<file path="src/rtl/module_bcd_to_7seg_mux.sv">
// Two-digit time-multiplexed 7-segment driver for packed BCD (tens [7:4], units [3:0]).
// Optional macro LEADING_ZERO_BLANK_EN blanks the tens digit when it is zero.
module module_bcd_to_7seg_mux #(
    parameter int REFRESH_DIV = 27000,
    parameter int ACTIVE_LOW  = 1
) (
    input  logic       clk_i,
    input  logic       rst_i,
    input  logic [7:0] bcd_i,
    output logic [6:0] seg_o,
    output logic [1:0] an_o
);

    localparam int             CW      = (REFRESH_DIV > 1) ? $clog2(REFRESH_DIV) : 1;
    localparam logic [CW-1:0]  CNT_MAX = CW'(REFRESH_DIV - 1);
    localparam logic           POL     = (ACTIVE_LOW != 0);

    logic [CW-1:0] cnt;
    logic          tick;
    logic          dsel;
    logic [7:0]    bcd_q;
    logic [3:0]    digit;
    logic          blank;
    logic [6:0]    seg_raw;
    logic [1:0]    an_raw;

    assign tick = (cnt == CNT_MAX);

    // Prescaler and phase: dsel = 0 units, 1 tens. Data has no handshake;
    // bcd_i is sampled only on the tick that closes a tens phase.
    always_ff @(posedge clk_i or posedge rst_i) begin
        if (rst_i) begin
            cnt   <= '0;
            dsel  <= 1'b0;
            bcd_q <= 8'h00;
        end else begin
            if (tick) begin
                cnt  <= '0;
                dsel <= ~dsel;
                if (dsel) begin
                    bcd_q <= bcd_i;
                end
            end else begin
                cnt <= cnt + CW'(1);
            end
        end
    end

    assign digit = dsel ? bcd_q[7:4] : bcd_q[3:0];

`ifdef LEADING_ZERO_BLANK_EN
    assign blank = dsel && (bcd_q[7:4] == 4'd0);
`else
    assign blank = 1'b0;
`endif

    // Active-high {g,f,e,d,c,b,a}; non-decimal nibbles show a dash.
    always_comb begin
        seg_raw = 7'h40;
        an_raw  = dsel ? 2'b10 : 2'b01;
        case (digit)
            4'd0: seg_raw = 7'h3F;
            4'd1: seg_raw = 7'h06;
            4'd2: seg_raw = 7'h5B;
            4'd3: seg_raw = 7'h4F;
            4'd4: seg_raw = 7'h66;
            4'd5: seg_raw = 7'h6D;
            4'd6: seg_raw = 7'h7D;
            4'd7: seg_raw = 7'h07;
            4'd8: seg_raw = 7'h7F;
            4'd9: seg_raw = 7'h6F;
            default: seg_raw = 7'h40;
        endcase
        if (blank) begin
            seg_raw = 7'h00;
            an_raw  = 2'b00;
        end
    end

    always_ff @(posedge clk_i or posedge rst_i) begin
        if (rst_i) begin
            seg_o <= {7{POL}};
            an_o  <= {2{POL}};
        end else begin
            seg_o <= seg_raw ^ {7{POL}};
            an_o  <= an_raw ^ {2{POL}};
        end
    end

endmodule

</file>
<file path="config.mk">
export PLATFORM = sky130hd
export DESIGN_NAME = module_bcd_to_7seg_mux
export DESIGN_NICKNAME = d
export VERILOG_FILES = /design/src/rtl/module_bcd_to_7seg_mux.sv
export SDC_FILE = /design/constraint.sdc
export NUM_CORES = 1
export LEC_CHECK = 0
export ABC_CLOCK_PERIOD_IN_PS = 1600
export BUFFER_PORTS_ARGS = -buffer_cell sky130_fd_sc_hd__buf_2
export CORE_ASPECT_RATIO = 1.75
export CORE_MARGIN = 2
export CORE_UTILIZATION = 51
export CTS_CLUSTER_DIAMETER = 40
export DETAILED_ROUTE_END_ITERATION = 6
export MAX_ROUTING_LAYER = met4
export PLACE_DENSITY = 0.85
export SYNTH_ARGS = -nofsm -noshare
export SYNTH_HDL_FRONTEND = slang
export SYNTH_SLANG_ARGS = --single-unit
</file>
<file path="constraint.sdc">
create_clock -name clk_i -period 1.6 [get_ports clk_i]
set_input_delay 0.32 -clock clk_i [delete_from_list [all_inputs] [get_ports clk_i]]
set_output_delay 0.32 -clock clk_i [all_outputs]
set_load 0.01 [all_outputs]
</file>
==> impl_metrics.csv, run 1 <==
group,metric,value,unit
run_status,status,"complete, but fails checks",
run_status,violations,"setup timing",
global_route,grt_usage,22.0,%
yosys,synth_top_cell_by_area,"dfrtp_1",
clocking,cts.hold.buffers_added,0,
clocking,clk_latency,0.30,ns
worst_setup_path,critPathCaptureType,"flop",
drt,drt-vias-per-instance,5.62,
floorplan,num_rows,26,
power,internal_power,1.43,mW
yosys,ys_ff_latch,33,
floorplan,fp.coreArea,2930,sq um
sta,hold_slack,0.0961,ns
power,p_seq_share,48.8,%
yosys,netlist.area_leader.share,38.6,%
power,pwr-share-comb,6.4,%
placed_design,place_congestion,0.902,
clocking,cts_tree,"done",
power,powerDensity,906,nW/um^2
drt,drtIter0Drc,51,
clocking,path_clk_slew,0.07,ns
power,fin_total_pwr,1.80,mW
clocking,clockBufferDepth,2,
global_route,grt_pass1_vias,1199,
floorplan,start_util,53.2,%
yosys,avgSynthCellArea,11.5,sq um
worst_setup_path,arrival,1.82,ns
placed_design,hpwl,2220,um
worst_setup_path,start_kind,"flop",
final_layout,final_util,67.9,%
clocking,clock-sinks,33,
power,clkPwrFrac,44.8,%
final_layout,fill_cells,208,
drt,ant_nets,0,
sta,setup_slack,-0.0427,ns
drt,drc,0,
sta,min_period,1.64,ns
drt,wl_per_cell,16.2,um
sta,slew_viol_final,0,
yosys,syn_nets,151,
sta,skew,0.00655,ns
placed_design,dp.cells,194,
sta,tightest_slew,0.403,ns
yosys,synthCells,135,
sta,setup_viol,4,
sta,fmax,0.609,GHz
floorplan,die_h,77.1,um
final_layout,final_cells,204,
global_route,grt.overflow.total,0,
drt,num_vias,1147,
yosys,yosysUniqueCellTypes,32,
yosys,syn_area,1560,sq um
final_layout,final_layout_size_suffix_gt1_share,41.5,%
floorplan,pin_count,19,
final_layout,areaGrowthSynthToFinish,27.6,%
clocking,cts-buffers-inserted,5,
drt,first_pass_iters,4,
placed_design,io_buffers,18,
placed_design,pre_cts_ws,-0.0342,ns
flow_run,drv_cap,0,
yosys,ys_warn_count,0,
min_path,hold_class,"input port to async pin",
sta,slew_headroom,73.1,%
global_route,grt_max_degree,34,
global_route,grt_pass1_wl,5390,um
power,p_sw,373,uW
final_layout,antenna_cells,0,
sta,grt_setup_unrepaired,"true",
floorplan,die-area,3530,sq um
power,p_sw_share,20.7,%
clocking,root_buffer,"clkbuf_8",
worst_setup_path,reg2regPathDepth,4,
power,ir_drop,0.621,mV
floorplan,die_x,45.8,um
sta,min_period_over_period,103,%
worst_setup_path,required,1.78,ns
yosys,ys_seq_area_share,53.7,%
power,p_leak,0.904,nW
worst_setup_path,timing.rr.start,"cnt[12]",
sta,finalHoldViolations,0,
final_layout,layout.nets,191,
global_route,antenna_found_initial,0,
yosys,ys_top_cells_by_area,"dfrtp_1 39%, dfstp_2 15%, mux2_2 6.5%, ha_1 4.8%, nor2_1 4.1%",
yosys,ys.flop_type,"dfrtp_1",
drt,totalWireLength,3310,um
worst_setup_path,path_max_fanout,3,
worst_setup_path,crit_type,"flop to flop",
yosys,synth_edf_count,0,
yosys,async_reset_ff_share,100,%
clocking,cts_htree_levels,2,
worst_setup_path,r2r_end,"cnt[11]",
worst_setup_path,rrSetupSlack,-0.04,ns
-- layout by cell type (no fill, tap or decap), types with 2 or more instances in the layout --
master / synthesis / final
dfstp_2: 9 / 9
mux2_1: 2 / 2
or4_4: 0 / 2
nor3_1: 3 / 3
ha_1: 6 / 5
dfrtp_1: 24 / 23
buf_4: 1 / 17
nand4_1: 4 / 4
mux2_2: 9 / 8
nand2_1: 6 / 6
inv_1: 6 / 6
mux2i_2: 1 / 2
xor2_1: 5 / 5
clkbuf_8: 0 / 6
buf_2: 3 / 18
o21ai_1: 4 / 4
nor2_1: 17 / 16
xnor2_1: 5 / 5
nand3_1: 4 / 4
mux2i_1: 3 / 2
nand3b_1: 4 / 4
a21oi_1: 5 / 5
-- critical path: stages (launching register included) --
cell	delay, ns
dfrtp_1	0.39
or4b_4	0.55
nor4_4	0.22
nor2_1	0.10
mux2_4	0.26
-- synthesized netlist by cell type (2+ instances only) --
| cell | instances |
|---|---|
| nand3b_1 | 4 |
| mux2i_1 | 3 |
| ha_1 | 6 |
| dfrtp_1 | 24 |
| xor2_1 | 5 |
| dfstp_2 | 9 |
| nor4bb_1 | 2 |
| buf_2 | 3 |
| o21ai_1 | 4 |
| nand4_1 | 4 |
| mux2_1 | 2 |
| nand2_1 | 6 |
| or4_1 | 2 |
| nor2_1 | 17 |
| nand3_1 | 4 |
| a21oi_1 | 5 |
| nor3_1 | 3 |
| xnor2_1 | 5 |
| inv_1 | 6 |
| mux2_2 | 9 |
-- worst max path at each step --
stage                     cells after the start  slack (ns)        to    start
final                                         4       -0.04   cnt[11]  cnt[12]
after global placement                        5     0.00008  bcd_q[7]  cnt[12]
after CTS                                     4       -0.02   cnt[11]  cnt[12]
after floorplan                               5        0.06  bcd_q[7]   cnt[0]
after detailed placement                      5       -0.03   cnt[13]  cnt[12]
after global routing                          4       -0.10   cnt[11]  cnt[12]
-- stage by stage --
stage | setup TNS (ns) | instance area (sq um)
after floorplan | 0 | 1560
after global placement | 0 | 1790
after detailed placement | -0.0881 | 1790
after CTS | -0.0395 | 1940
after global routing | -0.835 | 1990
final | -0.0710 | 1990
-- cell families (layout without fill, tap and decap cells) --
logic type / after synthesis / in the layout / synth area share, %
AND/OR/NAND/NOR: 49 / 49 / 18.0
flip-flops: 33 / 33 / 53.7
multiplexers: 15 / 15 / 10.8
AO/OA/AOI/OAI: 12 / 12 / 4.18
XOR/XNOR: 10 / 10 / 5.62
buffers and inverters: 10 / 51 / 2.89
adder cells (fa/ha/maj): 6 / 6 / 4.82
-- routing by layer --
layer	global-route usage (%)	share of wire (%)	wire length (um)	vias to the layer above
li1	-	-	-	542
met1	21.6	36	1180	572
met2	37.0	59	1950	27
met3	5.65	3.4	113	6
met4	12.3	2.1	70	0
met5	-	0	0	-
-- state kept, by name, indices dropped and copies added, names as in the netlist --
name,flops
an_o,2
seg_o,7
dsel,1
bcd_q,8
cnt,15
-- power groups by stage --
stage | clock network [mW] | registers [mW] | logic [mW]
floorplan | 0 | 0.901 | 0.0600
global placement | 0 | 0.892 | 0.111
detailed placement | 0 | 0.893 | 0.117
CTS | 0.807 | 0.879 | 0.117
global route | 0.851 | 0.882 | 0.131
finish | 0.806 | 0.879 | 0.116
-- final cells by class --
cell class | instances | area, sq um | area share (%)
Timing Repair Buffer | 37 | 249 | 12.5
Sequential cell | 33 | 838 | 42.2
Inverter | 6 | 22.5 | 1.13
Clock inverter | 1 | 30.0 | 1.51
Tap cell | 28 | 35.0 | 1.76
Clock buffer | 7 | 86.3 | 4.34
Multi-Input combinational cell | 92 | 727 | 36.6
-- timing repair --
item / in CTS / in global routing
pin swaps: 1 / 3
resized for setup: 6 / 6
setup endpoints to repair: 11 / 16
buffers inserted: 1 / 1
(Power assumes the default switching activity.)
==> run 2, diff against run 1 <==
--- a/config.mk
+++ b/config.mk
@@ -9,11 +9,13 @@
 export BUFFER_PORTS_ARGS = -buffer_cell sky130_fd_sc_hd__buf_2
 export CORE_ASPECT_RATIO = 1.75
 export CORE_MARGIN = 2
-export CORE_UTILIZATION = 51
+export CORE_UTILIZATION = 53
+export CTS_BUF_LIST = sky130_fd_sc_hd__clkbuf_8
 export CTS_CLUSTER_DIAMETER = 40
 export DETAILED_ROUTE_END_ITERATION = 6
 export MAX_ROUTING_LAYER = met4
-export PLACE_DENSITY = 0.85
+export PLACE_DENSITY = 0.88
+export SLEW_MARGIN = 20
 export SYNTH_ARGS = -nofsm -noshare
 export SYNTH_HDL_FRONTEND = slang
 export SYNTH_SLANG_ARGS = --single-unit
==> run 2 against run 1 <==
  * The flow now finishes without violations
  * Worst setup slack gained 0.054 ns
  * Die area shrank 3.5%
  * Register-to-register slack gained 0.05 ns
  * Fmax grew 3.4%
  * Cell count grew 0.49%
  * Combinational power grew 5%
  * Critical path type unchanged
  * Largest cell class unchanged
==> impl_metrics.csv, run 2 (same netlist as run 1, synthesis figures left out) <==
group,metric,value,unit
worst_setup_path,timing.rr.start,"cnt[12]",
sta,hold_slack,0.0517,ns
final_layout,largest_register,"cnt",
drt,drc,0,
sta,finalHoldViolations,0,
drt,first_pass_iters,4,
clocking,cts_htree_levels,2,
final_layout,antenna_cells,0,
floorplan,fp.coreArea,2860,sq um
clocking,root_buffer,"clkbuf_8",
worst_setup_path,rrSetupSlack,0.01,ns
clocking,clock-sinks,33,
sta,grt_setup_unrepaired,"true",
worst_setup_path,path_cells,"or4b_4 > nor4_4 > nor2_1 > mux2_4",
sta,tightest_slew,0.497,ns
min_path,hold_class,"input port to async pin",
clocking,clk_latency,0.29,ns
flow_run,drv_cap,0,
worst_setup_path,reg2regPathDepth,4,
final_layout,mostFrequentLayoutCell,"dfrtp_1",
final_layout,final_cells,205,
floorplan,num_rows,26,
clocking,cts_tree,"done",
power,clkPwrFrac,42.5,%
placed_design,io_buffers,18,
power,ir_drop,0.834,mV
clocking,path_clk_slew,0.06,ns
global_route,grt_usage,22.5,%
global_route,grt_pass1_vias,1212,
clocking,clockBufferDepth,2,
floorplan,die_h,75.7,um
worst_setup_path,r2r_end,"cnt[11]",
worst_setup_path,required,1.77,ns
final_layout,largest_reg_flops,15,
final_layout,areaGrowthSynthToFinish,26.7,%
sta,slew_headroom,66.9,%
sta,skew,0.00856,ns
floorplan,die-area,3410,sq um
sta,slew_viol_final,0,
worst_setup_path,arrival,1.75,ns
sta,min_period,1.59,ns
power,p_leak,0.909,nW
global_route,grt_max_degree,23,
global_route,grt_pass1_wl,5330,um
worst_setup_path,start_kind,"flop",
worst_setup_path,critPathCaptureType,"flop",
power,powerDensity,882,nW/um^2
drt,ant_nets,0,
clocking,cts-buffers-inserted,5,
final_layout,layout.nets,192,
run_status,status,"complete, no violations",
global_route,grt.overflow.total,0,
floorplan,die_x,45.0,um
floorplan,start_util,54.4,%
sta,min_period_over_period,99.3,%
power,internal_power,1.38,mW
drt,num_vias,1178,
power,pwr-share-comb,7.0,%
sta,setup_viol,0,
power,p_seq_share,50.5,%
power,p_sw_share,20.7,%
final_layout,top_regs,"cnt (15), bcd_q (8), seg_o (7)",
final_layout,final_util,68.9,%
placed_design,hpwl,2370,um
placed_design,pre_cts_ws,-0.0132,ns
drt,drt-vias-per-instance,5.75,
final_layout,final_cell_mix,"23 x dfrtp_1, 18 x buf_2, 18 x buf_4, 17 x nor2_1, 9 x dfstp_2",
worst_setup_path,path_max_fanout,2,
drt,wl_per_cell,15.7,um
sta,finalSetupTns,0,ns
floorplan,pin_count,19,
global_route,antenna_found_initial,0,
worst_setup_path,crit_start,"cnt[12]",
sta,setup_slack,0.0115,ns
worst_setup_path,endpoint,"cnt[11]",
sta,fmax,0.630,GHz
final_layout,final_layout_size_suffix_gt1_share,40.7,%
drt,totalWireLength,3220,um
worst_setup_path,slowest_stage,"or4b_4",
worst_setup_path,cp_slowest_stage_delay,0.55,ns
power,p_sw,361,uW
placed_design,place_congestion,0.971,
placed_design,dp.cells,193,
worst_setup_path,crit_type,"flop to flop",
drt,drtIter0Drc,15,
==> run 2: what timing repair did <==
action | CTS | global route
gates cloned | 0 | 0
hold buffers | 0 | 0
gates resized for setup | 3 | 6
endpoints found under the setup margin | 3 | 6
setup buffers | 0 | 4
==> run 2: cell type report <==
class                      count  area [sq um]
fill                         210           890
sequential                    33           838
multi-input combinational     92           713
timing repair buffer          38           256
clock buffer                   5          68.8
clock inverter                 3          38.8
tap                           28          35.0
inverter                       6          22.5
==> run 2: how the worst min path moves through the flow <==
stage	startpoint	end
global placement	rst_i	bcd_q[7]
detailed placement	rst_i	bcd_q[7]
global route	rst_i	bcd_q[3]
finish	rst_i	bcd_q[7]
CTS	rst_i	bcd_q[7]
floorplan	dsel	an_o[0]
==> run 2: power by group through the flow <==
stage	registers (mW)	clock network (mW)	logic (mW)
floorplan	0.901	0	0.0600
global placement	0.892	0	0.115
detailed placement	0.893	0	0.122
CTS	0.878	0.756	0.122
global route	0.880	0.801	0.139
finish	0.878	0.740	0.122
==> run 2: per-stage QoR <==
step,cell area [sq um],power [mW]
floorplan,1560,0.961
global placement,1790,1.01
detailed placement,1790,1.01
CTS,1910,1.76
global route,1970,1.82
finish,1970,1.74
==> run 2: per-layer routing <==
metal | global-route usage, % | vias to the layer above | share of wire [%]
li1 | - | 546 | -
met1 | 22.3 | 585 | 34
met2 | 41.1 | 34 | 59
met3 | 4.98 | 13 | 3.8
met4 | 8.82 | 0 | 3.0
met5 | - | - | 0
==> run 2: critical path, delay by kind of cell (launching register included) <==
kind	cells	cell delay (ns)
simple gates	3	0.84
flops	1	0.38
mux	1	0.26
